--- src/rtl/display_source_arbiter_if.sv ---
// Signal bundle between the clock/alarm datapath and the display source arbiter.
// Plain level/pulse signals with no backpressure: the arbiter samples every input on each rising clock edge.
interface display_source_arbiter_if;
    logic [15:0] i_Time_BCD;
    logic [15:0] i_Alarm_BCD;
    logic [15:0] i_Set_BCD;
    logic        i_Set_Active;
    logic        i_Set_Field;
    logic        i_Ringing;
    logic        i_Peek_Req;
    logic [15:0] o_BCD_Num;
    logic [3:0]  o_Blank_Mask;
    logic [1:0]  o_Source;

    modport master (
        output i_Time_BCD, i_Alarm_BCD, i_Set_BCD, i_Set_Active, i_Set_Field, i_Ringing, i_Peek_Req,
        input  o_BCD_Num, o_Blank_Mask, o_Source
    );

    modport slave (
        input  i_Time_BCD, i_Alarm_BCD, i_Set_BCD, i_Set_Active, i_Set_Field, i_Ringing, i_Peek_Req,
        output o_BCD_Num, o_Blank_Mask, o_Source
    );
endinterface

--- src/rtl/display_source_arbiter.sv ---
// Chooses which BCD value (time, alarm peek, set value) drives the seven-segment display,
// and generates the blink masks for ringing and set mode. All outputs are registered.
module display_source_arbiter #(
    parameter int CLK_IN   = 5000000,
    parameter int BLINK_HZ = 2,
    parameter int PEEK_SEC = 3
) (
    input  logic                     i_Clk,
    input  logic                     i_Reset,
    display_source_arbiter_if.slave  bus
);
    localparam int HALF_RAW = CLK_IN / (2 * BLINK_HZ);
    localparam int HALF_CYC = (HALF_RAW < 1) ? 1 : HALF_RAW;
    localparam int BLINK_W  = (HALF_CYC > 1) ? $clog2(HALF_CYC) : 1;
    localparam int PEEK_CYC = PEEK_SEC * CLK_IN;
    localparam int PEEK_W   = (PEEK_CYC > 1) ? $clog2(PEEK_CYC) : 1;

    localparam logic [BLINK_W-1:0] BLINK_LAST = BLINK_W'(HALF_CYC - 1);
    localparam logic [PEEK_W-1:0]  PEEK_LOAD  = PEEK_W'(PEEK_CYC - 1);

    // Encoding doubles as the o_Source code, so the state register is the debug view.
    typedef enum logic [1:0] {
        S_TIME = 2'd0,
        S_PEEK = 2'd1,
        S_RING = 2'd2,
        S_SET  = 2'd3
    } state_t;

    state_t               state, state_next;
    logic [PEEK_W-1:0]    peek_cnt, peek_cnt_next;
    logic [BLINK_W-1:0]   blink_cnt, blink_cnt_next;
    logic                 phase, phase_next;
    logic                 field_q;
    logic                 restart;
    logic [15:0]          bcd_q, bcd_next;
    logic [3:0]           mask_q, mask_next;

    always_comb begin
        state_next     = S_TIME;
        peek_cnt_next  = peek_cnt;
        blink_cnt_next = blink_cnt;
        phase_next     = phase;
        restart        = 1'b0;
        bcd_next       = bus.i_Time_BCD;
        mask_next      = 4'b0000;

        if (bus.i_Set_Active)
            state_next = S_SET;
        else if (bus.i_Ringing)
            state_next = S_RING;
        else if (bus.i_Peek_Req || (state == S_PEEK && peek_cnt != '0))
            state_next = S_PEEK;

        // A request only loads when PEEK actually wins priority; leaving PEEK discards the count.
        if (bus.i_Peek_Req && !bus.i_Set_Active && !bus.i_Ringing)
            peek_cnt_next = PEEK_LOAD;
        else if (state_next != S_PEEK)
            peek_cnt_next = '0;
        else if (peek_cnt != '0)
            peek_cnt_next = peek_cnt - 1'b1;

        restart = (state_next != state) ||
                  (state == S_SET && state_next == S_SET && bus.i_Set_Field != field_q);
        if (restart) begin
            blink_cnt_next = '0;
            phase_next     = 1'b0;
        end else if (blink_cnt == BLINK_LAST) begin
            blink_cnt_next = '0;
            phase_next     = ~phase;
        end else begin
            blink_cnt_next = blink_cnt + 1'b1;
        end

        case (state_next)
            S_PEEK: bcd_next = bus.i_Alarm_BCD;
            S_SET: begin
                bcd_next = bus.i_Set_BCD;
                if (phase_next)
                    mask_next = bus.i_Set_Field ? 4'b0011 : 4'b1100;
            end
            S_RING: mask_next = phase_next ? 4'b1111 : 4'b0000;
            default: bcd_next = bus.i_Time_BCD;
        endcase
    end

    always_ff @(posedge i_Clk or negedge i_Reset) begin
        if (!i_Reset) begin
            state     <= S_TIME;
            peek_cnt  <= '0;
            blink_cnt <= '0;
            phase     <= 1'b0;
            field_q   <= 1'b0;
            bcd_q     <= 16'h0000;
            mask_q    <= 4'b0000;
        end else begin
            state     <= state_next;
            peek_cnt  <= peek_cnt_next;
            blink_cnt <= blink_cnt_next;
            phase     <= phase_next;
            field_q   <= bus.i_Set_Field;
            bcd_q     <= bcd_next;
            mask_q    <= mask_next;
        end
    end

    assign bus.o_BCD_Num    = bcd_q;
    assign bus.o_Blank_Mask = mask_q;
    assign bus.o_Source     = state;
endmodule

--- src/flat_wrapper.sv ---
// flat-port wrapper written by rule: the top's interface ports become plain ports
module display_source_arbiter_flat 
#(
    parameter int CLK_IN   = 5000000,
    parameter int BLINK_HZ = 2,
    parameter int PEEK_SEC = 3
)
  (i_Clk, i_Reset, bus_i_Time_BCD, bus_i_Alarm_BCD, bus_i_Set_BCD, bus_i_Set_Active, bus_i_Set_Field, bus_i_Ringing, bus_i_Peek_Req, bus_o_BCD_Num, bus_o_Blank_Mask, bus_o_Source);
  display_source_arbiter_if bus_i ();
  input  logic i_Clk;
  input  logic i_Reset;
  input wire logic [$bits(bus_i.i_Time_BCD)-1:0] bus_i_Time_BCD;
  input wire logic [$bits(bus_i.i_Alarm_BCD)-1:0] bus_i_Alarm_BCD;
  input wire logic [$bits(bus_i.i_Set_BCD)-1:0] bus_i_Set_BCD;
  input wire logic [$bits(bus_i.i_Set_Active)-1:0] bus_i_Set_Active;
  input wire logic [$bits(bus_i.i_Set_Field)-1:0] bus_i_Set_Field;
  input wire logic [$bits(bus_i.i_Ringing)-1:0] bus_i_Ringing;
  input wire logic [$bits(bus_i.i_Peek_Req)-1:0] bus_i_Peek_Req;
  output wire logic [$bits(bus_i.o_BCD_Num)-1:0] bus_o_BCD_Num;
  output wire logic [$bits(bus_i.o_Blank_Mask)-1:0] bus_o_Blank_Mask;
  output wire logic [$bits(bus_i.o_Source)-1:0] bus_o_Source;
  assign bus_i.i_Time_BCD = bus_i_Time_BCD;
  assign bus_i.i_Alarm_BCD = bus_i_Alarm_BCD;
  assign bus_i.i_Set_BCD = bus_i_Set_BCD;
  assign bus_i.i_Set_Active = bus_i_Set_Active;
  assign bus_i.i_Set_Field = bus_i_Set_Field;
  assign bus_i.i_Ringing = bus_i_Ringing;
  assign bus_i.i_Peek_Req = bus_i_Peek_Req;
  assign bus_o_BCD_Num = bus_i.o_BCD_Num;
  assign bus_o_Blank_Mask = bus_i.o_Blank_Mask;
  assign bus_o_Source = bus_i.o_Source;
  display_source_arbiter #(.CLK_IN(CLK_IN), .BLINK_HZ(BLINK_HZ), .PEEK_SEC(PEEK_SEC)) u_core (.i_Clk(i_Clk), .i_Reset(i_Reset), .bus(bus_i));
endmodule
--- config.mk ---
export PLATFORM = sky130hd
export DESIGN_NAME = display_source_arbiter_flat
export DESIGN_NICKNAME = d
export VERILOG_FILES = /design/src/rtl/display_source_arbiter_if.sv /design/src/rtl/display_source_arbiter.sv /design/src/flat_wrapper.sv
export SDC_FILE = /design/constraint.sdc
export NUM_CORES = 1
export LEC_CHECK = 0
export CORE_MARGIN = 2
export CORE_UTILIZATION = 46
export DETAILED_ROUTE_END_ITERATION = 16
export GPL_TIMING_DRIVEN = 0
export MAX_ROUTING_LAYER = met4
export PLACE_DENSITY_LB_ADDON = 0.05
export SYNTH_ARGS = -nofsm -noshare
export SYNTH_HDL_FRONTEND = slang
export SYNTH_SLANG_ARGS = --single-unit
--- constraint.sdc ---
create_clock -name i_Clk -period 2.26 [get_ports i_Clk]
set_clock_uncertainty 0.15 [all_clocks]
set_input_delay 0.452 -clock i_Clk [delete_from_list [all_inputs] [get_ports i_Clk]]
set_output_delay 0.452 -clock i_Clk [all_outputs]
set_load 0.05 [all_outputs]
==> metrics.yaml, run 1 <==
cts:
  worstSkewPairLatency_ns: 0.34
  tritoncts: "yes"
  cts_hold_fix_bufs: 0
  root_buffer: "clkbuf_8"
  cts_num_sinks: 67
  cts-htree-levels: 3
  clk_pin_slew_ns: 0.08
  cts_made_buffers: 9
  clockBufferDepth: 2
setup_path:
  reg2reg_setup_slack_ns: -0.12
  timing_worst_setup_path_type: "reg2reg"
  reg2reg_to: "u_core.peek_cnt[23]"
  path_cells: "or4_4 -> or3_4 -> buf_12 -> or3_4 -> o31ai_4 -> a31oi_1"
  cp_slowest_stage_delay_ns: 0.54
  worst_path_max_delay_cell: "or4_4"
  cp_data_required_time_ns: 2.32
  cp_num_buf_inv: 1
  critical_path.reg2reg.startpoint: "u_core.peek_cnt[2]"
  crit_top_cell: "or3_4"
  critical_path_cell_count: 6
  worstSetupStartpoint: "u_core.peek_cnt[2]"
  critPathCaptureType: "flop"
  worstPathMaxFanout: 4
  timing.critical_path.to: "u_core.peek_cnt[23]"
  critPathTopFamily: "simple AND/OR/NAND/NOR gates"
  worstPathArrival_ns: 2.43
  worstRegToRegCells: 6
  crit_path_start_kind: "flop"
final_layout:
  nets: 542
  n_antenna_cell: 0
  layout_common_cells: "clkdlybuf4s50_1 (72), dfrtp_1 (66), nor2_1 (61), nand2_1 (46), o21ai_0 (28)"
  mostFrequentLayoutCell: "clkdlybuf4s50_1"
  syn2layout_area_growth_pct: 37.2
  instances_no_fill: 593
  fillCellCount: 635
  final_layout_size_suffix_gt1_share_pct: 14.5
sta:
  grt_setup_unrepaired: "true"
  final-hold-violation-count: 0
  fin_tns_setup_ns: -0.540
  postLayoutSetupSlackWorst_ns: -0.117
  timing.final.max_slew_violations: 0
  finalCriticalPeriod_ns: 2.38
  final.period_utilization_pct: 105
  max_freq_ghz: 0.421
  timing.max_slew.rel_slack_pct: 44.2
  setup_viol_count_final: 21
  worst_slew_pin_slew_ns: 0.838
status:
  run_status: "complete, but fails checks"
  violations: "setup timing"
placed_design:
  place_hpwl_mm: 6.17
  buffer_ports.inserted: 74
  dpl_worst_slack_ns: -0.737
  gpl.final_weighted_congestion: 0.848
  dp_cells: 565
synthesis:
  synth-edff-count: 0
  synth_warnings: 0
  mappedNetlistArea_um2: 3560
  ys.flop_type: "dfrtp_1"
  synthDistinctLibCells: 48
  synth_top_area_share_pct: 47.1
  synthesis.area_per_instance_um2: 9.14
  synth-xor-area-share_pct: 8.86
  post_synthesis_compound_gate_area_fraction_pct: 15.2
  synth_top_family_by_area: "simple AND/OR/NAND/NOR gates"
  async_flop_share_pct: 100
  post-synth-top-area-cell: "dfrtp_1"
  synthesis.instances: 389
  synthesis.nets: 445
  synth_seq_cells: 67
  yosys.area_share.simple_pct: 23.9
  post_synthesis_adder_cell_area_fraction_pct: 0.703
  ys_seq_area_share_pct: 47.1
  synth_mux_area_share_pct: 0.844
  synth_top_cells_by_area: "dfrtp_1 (47%), nor2_1 (6.5%), nand2_1 (4.9%), a221o_1 (4.5%), xnor2_1 (4.4%)"
grt:
  grt_max_degree: 68
  grt_pass1_wl_mm: 14.9
  global_route_overflow: 0
  via_count_of_the_first_global_routing_pass: 3241
  grt_antenna_before_repair: 0
  global_route.usage.total_pct: 22.7
drt:
  route.detailed.drc: 0
  detailroute.via_count: 3242
  drt-wirelength-per-cell_um: 15.4
  route.antenna.remaining_nets: 0
  detailedRoute.firstPassIterationCount: 4
  drt-initial-drc-count: 121
  vias_per_cell: 5.47
  routed_wl_mm: 9.12
die:
  effective_utilization_at_floorplan_pct: 46.8
  fp.dieArea_um2: 8450
  dieWidth_um: 91.9
  die_h_um: 91.9
  core-area_um2: 7610
  design.portCount: 76
  core.rowCount: 32
pwr:
  power.ir.vdd_worst_mv: 0.313
  power_per_cell_area_nw_per_um2: 620
  report.power.total_w: 0.00303
  power.static_leakage_nw: 2.02
min_path:
  min-delay-path-class: "in2async"
flow_run:
  max_cap_violations: 0
stage by stage:
| stage | hold WS [ns] | instance area [µm²] | util [%] |
|---|---|---|---|
| floorplan | 0.00641 | 3580 | - |
| global placement | 0.328 | 4450 | 58.5 |
| detailed placement | 0.343 | 4440 | 58.4 |
| CTS | 0.105 | 4790 | 63.0 |
| global route | 0.131 | 4880 | 64.2 |
| finish | 0.0684 | 4880 | 64.2 |
cell usage after synthesis (2+ instances only):
cell type,n
xnor2_1,18
nor4b_1,2
clkbuf_1,16
xor2_1,18
nor2_1,62
nor3_1,11
ha_1,2
nand3_1,9
nand2b_1,2
o21ai_0,30
a31oi_1,2
and3_1,2
nand2_1,46
or3_2,3
or4_1,2
or3_1,4
a21oi_1,22
mux2i_1,3
a221o_1,16
dfrtp_1,67
nand4_1,8
o31ai_1,4
inv_1,7
nor4_1,7
buf_4,3
sequential cells by signal, summed over array words and instances, names as in the netlist:
name	cells
u_core.peek_cnt	24
u_core.blink_cnt	21
u_core.bus.o_BCD_Num	16
u_core.bus.o_Blank_Mask	2
u_core.bus.o_Source	2
u_core.field_q	1
u_core.phase	1
where the power goes:
part | switching, W | internal, W | total (W)
combinational | 0.000431 | 0.000367 | 0.000798
clock | 0.000444 | 0.000486 | 0.000931
sequential | 0.0000450 | 0.00125 | 0.00130
what timing repair did:
item / in CTS / in global routing
pin swaps: 27 / 4
endpoints found under the setup margin: 64 / 66
hold endpoints to repair: 0 / 0
cloned: 1 / 0
setup buffers: 11 / 1
gates resized for setup: 23 / 28
worst min-delay path by stage:
stage / startpoint / endpoint / slack (ns) / cells after the start
global route: i_Reset / u_core.peek_cnt[7] / 0.13 / 1
detailed placement: u_core.blink_cnt[0] / u_core.blink_cnt[0] / 0.34 / 1
floorplan: i_Reset / u_core.blink_cnt[0] / 0.006 / 0
finish: i_Reset / u_core.peek_cnt[7] / 0.07 / 1
global placement: u_core.blink_cnt[0] / u_core.blink_cnt[0] / 0.33 / 1
CTS: i_Reset / u_core.peek_cnt[6] / 0.10 / 1
layer usage:
layer | global-route usage (%) | vias to the layer above | share of wire, %
met4 | 7.96 | 0 | 1.9
met3 | 5.26 | 17 | 5.5
met5 | - | - | 0
met2 | 35.9 | 101 | 46
li1 | - | 1575 | -
met1 | 28.8 | 1549 | 46
cells by family after synthesis:
logic type | count (synthesis)
adder cells (fa/ha/maj) | 2
AO/OA/AOI/OAI | 82
flip-flops | 67
multiplexers | 3
buffers and inverters | 27
XOR/XNOR | 36
AND/OR/NAND/NOR | 172
layout make-up:
type | instances | area (µm²) | area share [%]
plain buffers | 19 | 129 | 2.64
clock buffers | 14 | 173 | 3.54
clock inverters | 2 | 10.0 | 0.205
inverters | 7 | 26.3 | 0.538
multi-input cells | 295 | 1880 | 38.4
flip-flops and latches | 67 | 1680 | 34.4
well taps | 102 | 128 | 2.61
repair buffers | 87 | 862 | 17.7
worst register-to-register path: cells and delay by family (launching register included):
kind | cells | cell delay (ns)
simple gates | 3 | 1.26
flops | 1 | 0.42
compound gates | 2 | 0.27
buf+inv | 1 | 0.14
Power figures use the tool's default switching activity.
==> run 2: changes to the inputs <==
CORE_ASPECT_RATIO = 1.75   (was unset)
==> run 2 against run 1 <==
The run still ends with setup timing left. Wire length rose by 4.6%. Sequential power about the same. Worst hold slack about the same. Clock power rose by 50%. Non-clock buffer count up 7. Final cell count fell by 1.3%. Via count is 2.3% higher. Largest power group is now clock. Highest routed layer unchanged.
==> metrics.yaml, run 2 (synthesized netlist as in run 1, its figures left out) <==
status:
  run_status: "complete, but fails checks"  # unchanged
  violations: "setup timing"  # unchanged
die:
  fp.dieArea_um2: 8480  # was 8450 µm²
  core.rowCount: 42  # was 32
  effective_utilization_at_floorplan_pct: 47.3  # was 46.8%
  dieWidth_um: 70.5  # was 91.9 µm
  die_h_um: 120  # was 91.9 µm
  design.portCount: 76  # unchanged
  core-area_um2: 7510  # was 7610 µm²
setup_path:
  timing_worst_setup_path_type: "reg2reg"  # unchanged
  crit_top_cell: "or4_4"  # was or3_4
  worstPathArrival_ns: 2.48  # was 2.43 ns
  critical_path.reg2reg.startpoint: "u_core.peek_cnt[2]"  # unchanged
  path_cells: "or4_4 -> or3_4 -> or2_4 -> or4_4 -> a21oi_2"  # was or4_4 -> or3_4 -> buf_12 -> or3_4 -> o31ai_4 -> a31oi_1
  worstPathMaxFanout: 5  # was 4
  critPathCaptureType: "flop"  # unchanged
  worst_path_max_delay_cell: "or4_4"  # unchanged
  cp_data_required_time_ns: 2.37  # was 2.32 ns
  reg2reg_setup_slack_ns: -0.12  # about the same
  worstRegToRegCells: 5  # was 6
  crit_path_start_kind: "flop"  # unchanged
  reg2reg_to: "u_core.peek_cnt[19]"  # was u_core.peek_cnt[23]
  cp_slowest_stage_delay_ns: 0.55  # was 0.54 ns
cts:
  cts_num_sinks: 67  # unchanged
  tritoncts: "yes"  # unchanged
  cts-htree-levels: 3  # unchanged
  clockBufferDepth: 2  # unchanged
  worstSkewPairLatency_ns: 0.33  # was 0.34 ns
  clk_pin_slew_ns: 0.05  # was 0.08 ns
  cts_made_buffers: 9  # unchanged
  root_buffer: "clkbuf_16"  # was clkbuf_8
  cts_hold_fix_bufs: 0  # unchanged
final_layout:
  instances_no_fill: 585  # was 593
  syn2layout_area_growth_pct: 41.3  # was 37.2%
  mostFrequentLayoutCell: "clkdlybuf4s50_1"  # unchanged
  n_antenna_cell: 0  # unchanged
  nets: 549  # was 542
  layout_common_cells: "clkdlybuf4s50_1 (71), dfrtp_1 (66), nor2_1 (61), nand2_1 (46), o21ai_0 (29)"  # was clkdlybuf4s50_1 (72), dfrtp_1 (66), nor2_1 (61), nand2_1 (46), o21ai_0 (28)
  largest_register_ffs: 24  # unchanged
  largest-register: "u_core.peek_cnt"  # unchanged
  stdcell_area_um2: 5030  # was 4880 µm²
  final_layout_size_suffix_gt1_share_pct: 15.1  # was 14.5%
  final_core_utilization_pct: 66.9  # was 64.2%
sta:
  worst_slew_pin_slew_ns: 0.840  # was 0.838 ns
  setup_viol_count_final: 16  # was 21
  grt_setup_unrepaired: "true"  # unchanged
  max_freq_ghz: 0.421  # about the same
  timing.max_slew.rel_slack_pct: 44.0  # was 44.2%
  timing.final.max_slew_violations: 0  # unchanged
  final-hold-violation-count: 0  # unchanged
  final.period_utilization_pct: 105  # about the same
  finalCriticalPeriod_ns: 2.38  # about the same
  postLayoutSetupSlackWorst_ns: -0.118  # was -0.117 ns
  fin_tns_setup_ns: -0.401  # was -0.540 ns
placed_design:
  dp_cells: 551  # was 565
  dpl_worst_slack_ns: -0.582  # was -0.737 ns
  placedInstanceArea_um2: 4430  # was 4440 µm²
  buffer_ports.inserted: 74  # unchanged
  place_hpwl_mm: 6.37  # was 6.17 mm
  gpl.final_weighted_congestion: 0.861  # was 0.848
drt:
  top_layer: "met4"  # unchanged
  route.detailed.drc: 0  # unchanged
  route.met3.wl_um: 509  # was 497 µm
  drt-wirelength-per-cell_um: 16.3  # was 15.4 µm
  route.antenna.remaining_nets: 0  # unchanged
  vias_per_cell: 5.67  # was 5.47
  routed_wl_mm: 9.54  # was 9.12 mm
  wirelength_met1_mm: 3.67  # was 4.22 mm
  drt-initial-drc-count: 203  # was 121
  detailedRoute.firstPassIterationCount: 4  # unchanged
  met2_wirelength_mm: 5.10  # was 4.23 mm
  detailroute.via_count: 3315  # was 3242
grt:
  grt_max_degree: 68  # unchanged
  via_count_of_the_first_global_routing_pass: 3363  # was 3241
  grt_antenna_before_repair: 0  # unchanged
  global_route.usage.total_pct: 23.5  # was 22.7%
  global_route_overflow: 0  # unchanged
  grt_pass1_wl_mm: 15.3  # was 14.9 mm
pwr:
  power_per_cell_area_nw_per_um2: 697  # was 620 nW/µm²
  power.static_leakage_nw: 2.10  # was 2.02 nW
  power.ir.vdd_worst_mv: 0.467  # was 0.313 mV
flow_run:
  max_cap_violations: 0  # unchanged
min_path:
  min-delay-path-class: "in2async"  # unchanged
[run 2: critical path: cells and delay by family, from the launching register on]
| family | cells | cell delay (ns) |
|---|---|---|
| and+or+nand+nor | 4 | 1.61 |
| AOI/OAI and AO/OA | 1 | 0.15 |
| DFF | 1 | 0.40 |
[run 2: timing repair]
item / in CTS / in global routing
cloned: 2 / 1
setup endpoints to repair: 64 / 63
setup buffers: 11 / 6
pin swaps: 9 / 3
resized for setup: 21 / 26
[run 2: final cells by class]
class                   count  area (µm²)
fillers                   610        2490
multi-input cells         295        1870
flip-flops and latches     67        1680
repair buffers             94         918
clock buffers              13         260
plain buffers              19         125
well taps                  88         110
clock inverters             2        35.0
inverters                   7        26.3
[run 2: how the worst max path moves through the flow]
stage                       start              endpoint
6_report       u_core.peek_cnt[2]   u_core.peek_cnt[19]
5_1_grt        u_core.peek_cnt[2]   u_core.peek_cnt[19]
4_1_cts        u_core.peek_cnt[2]   u_core.peek_cnt[19]
3_5_place_dp     bus_i_Set_Active  u_core.blink_cnt[11]
3_3_place_gp              i_Reset    u_core.peek_cnt[2]
2_1_floorplan  u_core.peek_cnt[2]   u_core.peek_cnt[17]
[run 2: through the flow]
| stage | hold slack (ns) | power [W] |
|---|---|---|
| 2_1_floorplan | 0.00641 | 0.00174 |
| 3_3_place_gp | 0.317 | 0.00200 |
| 3_5_place_dp | 0.333 | 0.00201 |
| 4_1_cts | 0.112 | 0.00348 |
| 5_1_grt | 0.140 | 0.00366 |
| 6_report | 0.0688 | 0.00350 |
[run 2: report_power, final]
group / internal, W / switching, W / total (W)
Clock: 0.000906 / 0.000490 / 0.00140
Sequential: 0.00126 / 0.0000469 / 0.00130
Combinational: 0.000373 / 0.000432 / 0.000805
[run 2: routing by layer]
layer  vias up  GRT usage, %
met5         -             -
met2       126          40.7
met4         0          10.8
met3        22          6.00
met1      1586          24.8
li1       1581             -
==> run 3: changes to the inputs <==
ABC_AREA = 1   (was unset)
==> run 3 against run 2 <==
The run now ends clean. Register-to-register slack improved by 0.29 ns. Critical path depth is 4 lower. Clock power increased by 6%. Critical endpoint is now bus_o_Source[0].
==> metrics.yaml, run 3 <==
status:
  run_status: "finished clean"  # was complete, but fails checks
sta:
  worst_slew_pin_slew_ns: 0.880  # was 0.840 ns
  grt_setup_unrepaired: "false"  # was true
  max_freq_ghz: 0.460  # was 0.421 GHz
  setup_viol_count_final: 0  # was 16
  finalCriticalPeriod_ns: 2.18  # was 2.38 ns
  final-hold-violation-count: 0  # unchanged
  timing.final.max_slew_violations: 0  # unchanged
  fin_worst_hold_slack_ns: 0.0973  # was 0.0688 ns
  timing.max_slew.rel_slack_pct: 41.3  # was 44.0%
  final.period_utilization_pct: 96.3  # was 105%
drt:
  detailroute.via_count: 3180  # was 3315
  route.detailed.drc: 0  # unchanged
  route.antenna.remaining_nets: 0  # unchanged
  detailedRoute.firstPassIterationCount: 4  # unchanged
  drt-initial-drc-count: 116  # was 203
  routed_wl_mm: 8.90  # was 9.54 mm
  drt-wirelength-per-cell_um: 14.5  # was 16.3 µm
  vias_per_cell: 5.16  # was 5.67
grt:
  via_count_of_the_first_global_routing_pass: 3364  # was 3363
  global_route.usage.total_pct: 23.3  # was 23.5%
  grt_pass1_wl_mm: 15.1  # was 15.3 mm
  global_route_overflow: 0  # unchanged
  grt_max_degree: 68  # unchanged
  grt_antenna_before_repair: 0  # unchanged
synthesis:
  mappedNetlistArea_um2: 3580  # was 3560 µm²
  synth-xor-area-share_pct: 6.35  # was 8.86%
  synth_common_cells: "nand2_1 (99), dfrtp_1 (67), nor2_1 (51), nand3_1 (39), inv_1 (34)"  # was dfrtp_1 (67), nor2_1 (62), nand2_1 (46), o21ai_0 (30), a21oi_1 (22)
  synth_top_cells_by_area: "dfrtp_1 (47%), nand2_1 (10%), nand3_1 (5.4%), nor2_1 (5.3%), xor2_1 (4.6%)"  # was dfrtp_1 (47%), nor2_1 (6.5%), nand2_1 (4.9%), a221o_1 (4.5%), xnor2_1 (4.4%)
  post-synth-top-area-cell: "dfrtp_1"  # unchanged
  ys_seq_area_share_pct: 46.8  # was 47.1%
  synthesis.instances: 437  # was 389
  post_synthesis_adder_cell_area_fraction_pct: 0.698  # was 0.703%
  yosys.cell_count.top_type: "nand2_1"  # was dfrtp_1
  synthDistinctLibCells: 37  # was 48
  synthesis.area_per_instance_um2: 8.20  # was 9.14 µm²
  synth_top_family_by_area: "simple AND/OR/NAND/NOR gates"  # unchanged
  synth-edff-count: 0  # unchanged
  synth_top_area_share_pct: 46.8  # was 47.1%
  async_flop_share_pct: 100  # unchanged
  synthesis.nets: 493  # was 445
  ys.flop_type: "dfrtp_1"  # unchanged
  synth_mux_area_share_pct: 0  # was 0.844%
  post_synthesis_compound_gate_area_fraction_pct: 4.75  # was 15.2%
  yosys.area_share.simple_pct: 35.2  # was 23.9%
  synth_warnings: 0  # unchanged
  synth_seq_cells: 67  # unchanged
setup_path:
  timing_worst_setup_path_type: "reg2out"  # was reg2reg
  crit_path_start_kind: "flop"  # unchanged
  critPathCaptureType: "output pin"  # was flop
  cp_data_required_time_ns: 1.66  # was 2.37 ns
  path_cells: "clkdlybuf4s50_1"  # was or4_4 -> or3_4 -> or2_4 -> or4_4 -> a21oi_2
  worstPathArrival_ns: 1.57  # was 2.48 ns
  worst_path_max_delay_cell: "clkdlybuf4s50_1"  # was or4_4
  worstPathMaxFanout: 4  # was 5
  cp_slowest_stage_delay_ns: 0.84  # was 0.55 ns
  critPathTopFamily: "buffers and inverters"  # was simple AND/OR/NAND/NOR gates
  cp_num_buf_inv: 1  # was 0
final_layout:
  syn2layout_area_growth_pct: 33.0  # was 41.3%
  instances_no_fill: 616  # was 585
  mostFrequentLayoutCell: "nand2_1"  # was clkdlybuf4s50_1
  nets: 579  # was 549
  final_layout_size_suffix_gt1_share_pct: 13.4  # was 15.1%
  largest-register: "u_core.peek_cnt"  # unchanged
  stdcell_area_um2: 4770  # was 5030 µm²
  final_core_utilization_pct: 63.0  # was 66.9%
  layout_common_cells: "nand2_1 (99), clkdlybuf4s50_1 (74), dfrtp_1 (67), nor2_1 (50), nand3_1 (38)"  # was clkdlybuf4s50_1 (71), dfrtp_1 (66), nor2_1 (61), nand2_1 (46), o21ai_0 (29)
  n_antenna_cell: 0  # unchanged
  largest_register_ffs: 24  # unchanged
cts:
  cts_made_buffers: 9  # unchanged
  cts-htree-levels: 3  # unchanged
  worstSkewPairLatency_ns: 0.33  # about the same
  tritoncts: "yes"  # unchanged
  root_buffer: "clkbuf_16"  # unchanged
  cts_setup_buffers: 0  # was 11
  cts_num_sinks: 67  # unchanged
  clockBufferDepth: 2  # unchanged
  clk_pin_slew_ns: 0.05  # about the same
pwr:
  power_per_cell_area_nw_per_um2: 727  # was 697 nW/µm²
  report.power.total_w: 0.00346  # was 0.00350 W
  power.ir.vdd_worst_mv: 0.537  # was 0.467 mV
  power.static_leakage_nw: 2.15  # was 2.10 nW
placed_design:
  gpl.final_weighted_congestion: 0.880  # was 0.861
  dp_cells: 600  # was 551
  placedInstanceArea_um2: 4440  # was 4430 µm²
  place_hpwl_mm: 6.76  # was 6.37 mm
  buffer_ports.inserted: 75  # was 74
die:
  dieWidth_um: 70.7  # was 70.5 µm
  die_h_um: 121  # was 120 µm
  core.rowCount: 42  # unchanged
  effective_utilization_at_floorplan_pct: 47.4  # was 47.3%
  core-area_um2: 7570  # was 7510 µm²
  fp.dieArea_um2: 8540  # was 8480 µm²
  design.portCount: 76  # unchanged
flow_run:
  max_cap_violations: 0  # unchanged
min_path:
  min-delay-path-class: "in2async"  # unchanged
==> run 3: where the power goes <==
group | leakage, nW | internal, W | switching [W]
registers | 0.882 | 0.00126 | 0.0000404
clock network | 0.147 | 0.000960 | 0.000525
logic | 1.12 | 0.000275 | 0.000402
==> run 3: through the flow <==
step / setup WS [ns] / setup TNS (ns)
finish: 0.0841 / 0
global route: 0.00389 / 0
detailed placement: -0.0366 / -0.384
global placement: -1.77 / -118.36
CTS: 0.0591 / 0
floorplan: 0.379 / 0
==> run 3: path summary, 6_finish.rpt <==
check                                            start                 endpoint  slack, ns  depth (start not counted)
worst max-delay path            u_core.bus.o_Source[0]          bus_o_Source[0]       0.08                          1
worst min-delay path                           i_Reset      u_core.peek_cnt[11]        0.1                          1
worst max register to register      u_core.peek_cnt[0]       u_core.peek_cnt[2]       0.17                         12
worst min register to register      u_core.peek_cnt[0]       u_core.peek_cnt[0]       0.30                          1
max in group asynchronous                      i_Reset  u_core.bus.o_BCD_Num[2]       1.30                          1
min in group i_Clk                  u_core.peek_cnt[0]       u_core.peek_cnt[0]       0.30                          1
==> run 3: layer usage <==
layer  vias up  track usage (%)  wire, µm
met3        36             5.17       368
met1      1476             22.1      3050
met5         -                -         0
met4         0             13.9       407
met2        90             42.0      5080
li1       1578                -         -
==> run 3: cell type report <==
| type | instances | area [µm²] |
|---|---|---|
| plain buffers | 11 | 87.6 |
| clock buffers | 9 | 225 |
| clock inverters | 7 | 92.6 |
| fillers | 686 | 2800 |
| inverters | 36 | 135 |
| multi-input cells | 323 | 1690 |
| flip-flops and latches | 67 | 1680 |
| well taps | 88 | 110 |
| repair buffers | 75 | 748 |
==> run 3: cells by family (layout without fill, tap and decap cells) <==
kind of cell	count (synthesis)	count (layout)
xor gates and xnor gates	26	26
and+or+nand+nor	264	264
adders and majority gates	2	2
buffers and inverters	47	138
DFF	67	67
AOI/OAI and AO/OA	31	31
==> run 3: what timing repair did <==
action / in CTS / in global routing
hold buffers: 0 / 0
gates resized for setup: 0 / 2
endpoints found under the setup margin: 0 / 5
